### config.mk
export PLATFORM = sky130hd
export DESIGN_NAME = ex_hazard_ctrl
export DESIGN_NICKNAME = d
export VERILOG_FILES = /design/src/rtl/ex_hazard_ctrl.sv
export SDC_FILE = /design/constraint.sdc
export NUM_CORES = 1
export LEC_CHECK = 0
export ABC_AREA = 0
export CORE_MARGIN = 1
export CORE_UTILIZATION = 42
export DETAILED_ROUTE_END_ITERATION = 10
export GPL_TIMING_DRIVEN = 1
export PLACE_DENSITY_LB_ADDON = 0.1
export SLEW_MARGIN = 40
export SYNTH_ARGS = -nofsm -noshare
export SYNTH_HDL_FRONTEND = slang
export SYNTH_SLANG_ARGS = --single-unit
### constraint.sdc
create_clock -name clock -period 5.22 [get_ports clock]
set_input_delay 1.305 -clock clock [delete_from_list [all_inputs] [get_ports clock]]
set_output_delay 1.305 -clock clock [all_outputs]
set_load 0.03 [all_outputs]
### src/rtl/ex_hazard_ctrl.sv
// ex_hazard_ctrl: EX forward selects, load-use stall and redirect flush sequencing.
// Define HAZARD_PERF_CNT_EN to add the stall/flush cycle counters.
module ex_hazard_ctrl #(
  parameter int LOAD_STALL_CYCLES = 1,
  parameter int FLUSH_CYCLES = 2
) (
  input  logic       clock,
  input  logic       reset,
  input  logic [4:0] id_rs1_addr,
  input  logic [4:0] id_rs2_addr,
  input  logic       id_rs1_used,
  input  logic       id_rs2_used,
  input  logic       id_valid,
  input  logic [4:0] ex_rd_addr,
  input  logic       ex_reg_write,
  input  logic       ex_is_load,
  input  logic [4:0] mem_rd_addr,
  input  logic       mem_reg_write,
  input  logic       ex_flush_ip,
  output logic [1:0] fa_mux_op,
  output logic [1:0] fb_mux_op,
  output logic       stall_if_op,
  output logic       stall_id_op,
  output logic       bubble_ex_op,
  output logic       flush_if_id_op,
  output logic       flush_id_ex_op
`ifdef HAZARD_PERF_CNT_EN
  ,
  output logic [31:0] stall_count_op,
  output logic [31:0] flush_count_op
`endif
);
  typedef enum logic [1:0] {RUN, STALL, FLUSH} state_t;
  localparam logic [1:0] STALL_INIT = 2'(LOAD_STALL_CYCLES - 1);
  localparam logic [1:0] FLUSH_INIT = 2'(FLUSH_CYCLES - 1);
  state_t state, state_nx;
  logic [1:0] cnt, cnt_nx, fa_sel, fb_sel;
  logic rs1_ok, rs2_ok, load_use, stall, flush;
  assign rs1_ok = id_valid && id_rs1_used && id_rs1_addr != 5'd0;
  assign rs2_ok = id_valid && id_rs2_used && id_rs2_addr != 5'd0;
  assign fa_sel = !rs1_ok ? 2'd0 :
                  (ex_reg_write && !ex_is_load && id_rs1_addr == ex_rd_addr) ? 2'd1 :
                  (mem_reg_write && id_rs1_addr == mem_rd_addr) ? 2'd2 : 2'd0;
  assign fb_sel = !rs2_ok ? 2'd0 :
                  (ex_reg_write && !ex_is_load && id_rs2_addr == ex_rd_addr) ? 2'd1 :
                  (mem_reg_write && id_rs2_addr == mem_rd_addr) ? 2'd2 : 2'd0;
  assign load_use = ex_is_load && ex_reg_write && ex_rd_addr != 5'd0 &&
                    ((rs1_ok && id_rs1_addr == ex_rd_addr) || (rs2_ok && id_rs2_addr == ex_rd_addr));
  // FLUSH and STALL are only ever entered with a nonzero count, so a zero
  // remaining count always leaves through RUN on the same edge.
  always_comb begin
    state_nx = state;
    cnt_nx = cnt;
    stall = 1'b0;
    flush = 1'b0;
    if (ex_flush_ip) begin
      flush = 1'b1;
      state_nx = FLUSH_INIT != 2'd0 ? FLUSH : RUN;
      cnt_nx = FLUSH_INIT;
    end else if (state == FLUSH) begin
      flush = 1'b1;
      cnt_nx = cnt - 2'd1;
      state_nx = cnt == 2'd1 ? RUN : FLUSH;
    end else if (state == STALL) begin
      stall = 1'b1;
      cnt_nx = cnt - 2'd1;
      state_nx = cnt == 2'd1 ? RUN : STALL;
    end else if (load_use) begin
      stall = 1'b1;
      state_nx = STALL_INIT != 2'd0 ? STALL : RUN;
      cnt_nx = STALL_INIT;
    end
  end
  assign stall_if_op = stall && reset;
  assign stall_id_op = stall && reset;
  assign bubble_ex_op = stall && reset;
  assign flush_if_id_op = flush && reset;
  assign flush_id_ex_op = flush && reset;
  always_ff @(posedge clock or negedge reset) begin
    if (!reset) begin
      state <= RUN;
      cnt <= 2'd0;
      fa_mux_op <= 2'd0;
      fb_mux_op <= 2'd0;
    end else begin
      state <= state_nx;
      cnt <= cnt_nx;
      fa_mux_op <= (stall || flush) ? 2'd0 : fa_sel;
      fb_mux_op <= (stall || flush) ? 2'd0 : fb_sel;
    end
  end
`ifdef HAZARD_PERF_CNT_EN
  always_ff @(posedge clock or negedge reset) begin
    if (!reset) begin
      stall_count_op <= 32'd0;
      flush_count_op <= 32'd0;
    end else begin
      stall_count_op <= stall_count_op + {31'd0, stall};
      flush_count_op <= flush_count_op + {31'd0, flush};
    end
  end
`endif
endmodule
==> results by group <==
Clocking
  – Latest clock arrival within the worst-skew pair: 0.26 ns
  – Post-cts resize count: 0
  – Post-CTS setup buffers: 0
  – CTS HTree Levels: 1
  – Clk buf depth: 2
  – Clock Pin Slew Worst Setup and Hold Paths: 0.06 ns
  – TritonCTS clock tree: built
  – Number of CTS-inserted buffers: 3
  – Root Buffer: clkbuf_4
  – CTS Sinks: 8
  – Hold buffer count at CTS: 0

Synthesis
  – Syn Area/Cell: 9.26 µm²
  – Area leader, netlist: dfrtp_1
  – Post-synth cell types: 29
  – Mapped Cells: 83
  – Yosys warning total: 0
  – Largest cells by area after synthesis: dfrtp_1, xnor2_1, xor2_1
  – Cell Area, Synth: 768 µm²
  – Post-synth top area share: 26.1%
  – Syn_nets: 115
  – Seq/Total Area, Yosys: 26.1%
  – Synth Register Bits: 8

Setup path
  – Crit end category: output pin
  – Worst setup path start: ex_rd_addr[0]
  – Worst R2R Path Depth: 4
  – CP startpoint kind: primary input
  – R2r setup slk: 3.79 ns
  – CP max stage delay: 0.72 ns
  – Reg-to-Reg End: state[0]$_DFFE_PN0P_
  – Setup CP Type: primary input to output pin
  – Critical Path RT: 3.91 ns
  – Slowest CP cell: clkdlybuf4s50_1
  – Crit-path cells: clkdlybuf4s50_1 > xnor2_1 > nand2_1 > nor4_1 > o21ai_2 > a21oi_1 > clkdlybuf4s50_1
  – CP delay by family, top: buffers and inverters
  – Worst r2r src: state[0]$_DFFE_PN0P_
  – Cell mode on critical path: clkdlybuf4s50_1
  – Worst path bufs/invs: 2
  – Critical Path AT: 3.54 ns
  – Worst-path maximum fanout: 3

Floorplan
  – Die W: 44.8 µm
  – IO Pins: 38
  – Die Ht: 44.8 µm
  – Starting density of the core: 44.5%
  – Core Area: 0.00173 mm²
  – Number of cell rows: 15
  – DIE AREA: 0.00200 mm²

Worst hold path
  – Hold depth: 1
  – WHS Endpoint: state[1]$_DFFE_PN0P_
  – Hold Crit Start: state[1]$_DFFE_PN0P_
  – Worst hold path class: flip-flop to flip-flop

Placement
  – Gpl congestion: 0.830
  – DP Wirelength: 1640 µm
  – Port buffer count: 37
  – Pre-CTS setup slack: 0.378 ns

Routing
  – Number of vias in the routed layout: 739
  – Drt wl/cell: 13.2 µm
  – Residual DRC count: 0
  – Drt first pass iters: 4
  – DRT Wirelength: 1920 µm
  – Antenna Violating Nets Remaining: 0
  – Vias per inst: 5.10
  – DRT iter0 DRCs: 15

STA
  – Setup ws final: 0.378 ns
  – Fin Setup TNS: 0 ns
  – Slew @ Worst Pin: 0.374 ns
  – Slew Viols, Final: 0
  – Clock skew: 0.00866 ns
  – Final setup violation count: 0
  – FMAX: 0.207 GHz
  – Final Hold Vio Count: 0
  – Fin crit period: 4.84 ns
  – Period utilisation layout: 92.8%
  – Normalized max-slew margin: 74.8%
  – RSZ-0062 raised after global routing: false

Layout
  – Fill count: 145
  – Final nets: 154
  – Most common cell after layout, fill and taps aside: clkdlybuf4s50_1
  – Area Growth Syn to Fin: 51.3%
  – Diode count: 0
  – Commonest non-fill, non-tap cells in the layout: clkdlybuf4s50_1, xnor2_1, xor2_1, dfrtp_1, nand3_1
  – Layout cells sized above 1: 9.17%

Global routing
  – Vias in the first global route: 714
  – Total GRT Usage: 21.1%
  – Initial antenna violation count: 0
  – Remaining global-route overflow: 0
  – First-pass GRT wire length: 3020 µm
  – Largest net degree at the start of global routing: 11

Power and ir drop
  – P_leak: 0.000428 µW
  – PD cells: 181 mW/mm²
  – Maximum vdd drop: 118 µV

Run
  – Number of max-cap violations: 0

Outcome
  – Run status: completed
-- report_power, final --
| part | switching [µW] | internal, µW |
|---|---|---|
| Combinational | 41.8 | 47.7 |
| Sequential | 3.54 | 66.8 |
| Clock | 23.7 | 26.5 |
| Total | 69.0 | 141 |
-- layer usage --
metal  track usage (%)  part of all wire [%]  vias up
met1              27.7                    48      331
met2              32.6                    45       28
met4              5.45                  0.52        0
li1                  -                     -      378
met3              8.00                   6.2        2
met5                 0                     0        -
-- sequential cells by signal, summed over array words and instances, names as in the netlist --
name,count
cnt,2
state,2
fb_mux_op,2
fa_mux_op,2
-- area by class of cell --
| class | instances | area (µm²) | share of cell area (%) |
|---|---|---|---|
| Inverter | 4 | 15.0 | 1.29 |
| Clock buffer | 3 | 22.5 | 1.94 |
| Tap cell | 25 | 31.3 | 2.69 |
| Multi-Input combinational cell | 66 | 508 | 43.7 |
| Timing Repair Buffer | 39 | 385 | 33.2 |
| Sequential cell | 8 | 200 | 17.2 |
-- cell families (layout without fill, tap and decap cells) --
kind of cell | after synthesis | count (layout) | share of synthesized area [%]
compound gates | 15 | 15 | 16.6
xor+xnor | 20 | 20 | 22.8
fa+ha+maj | 3 | 3 | 4.89
buf+inv | 9 | 46 | 7.82
flops | 8 | 8 | 26.1
simple gates | 28 | 28 | 21.8
-- how the worst max path moves through the flow --
stage,depth (start not counted),slack [ns],end
finish,7,0.38,stall_id_op
CTS,7,0.36,stall_id_op
global placement,7,0.41,stall_id_op
detailed placement,7,0.38,stall_id_op
global route,7,0.23,stall_id_op
floorplan,7,1.01,stall_id_op
-- synthesized netlist by cell type --
| cell | count |
|---|---|
| nand2_1 | 4 |
| or3_1 | 1 |
| nor4b_2 | 1 |
| xnor2_1 | 12 |
| nand2b_1 | 2 |
| nor4_1 | 4 |
| buf_6 | 2 |
| ha_1 | 3 |
| a2111o_1 | 1 |
| o21ai_2 | 1 |
| a21o_2 | 1 |
| a311o_1 | 2 |
| o211ai_2 | 2 |
| a21oi_1 | 4 |
| nor3_1 | 1 |
| and4_1 | 1 |
| o2111a_1 | 1 |
| a211oi_1 | 1 |
| o311a_1 | 1 |
| or4_1 | 4 |
| nor2_1 | 3 |
| dfrtp_1 | 8 |
| inv_1 | 4 |
| buf_4 | 3 |
| nand3_1 | 5 |
| o21ai_0 | 1 |
| xor2_1 | 8 |
| and3_2 | 1 |
| nor2b_1 | 1 |
-- through the flow --
step | util (%) | power [µW] | cells | instance area (µm²) | hold slack, ns
detailed placement | 66.0 | 160 | 142 | 1140 | 0.558
floorplan | - | 122 | 83 | 768 | 0.516
global placement | 66.0 | 158 | 142 | 1140 | 0.543
CTS | 67.3 | 210 | 145 | 1160 | 0.570
global route | 67.3 | 223 | 145 | 1160 | 0.590
finish | 67.3 | 210 | 145 | 1160 | 0.569
Note: power is estimated with default switching activity, not from simulation.
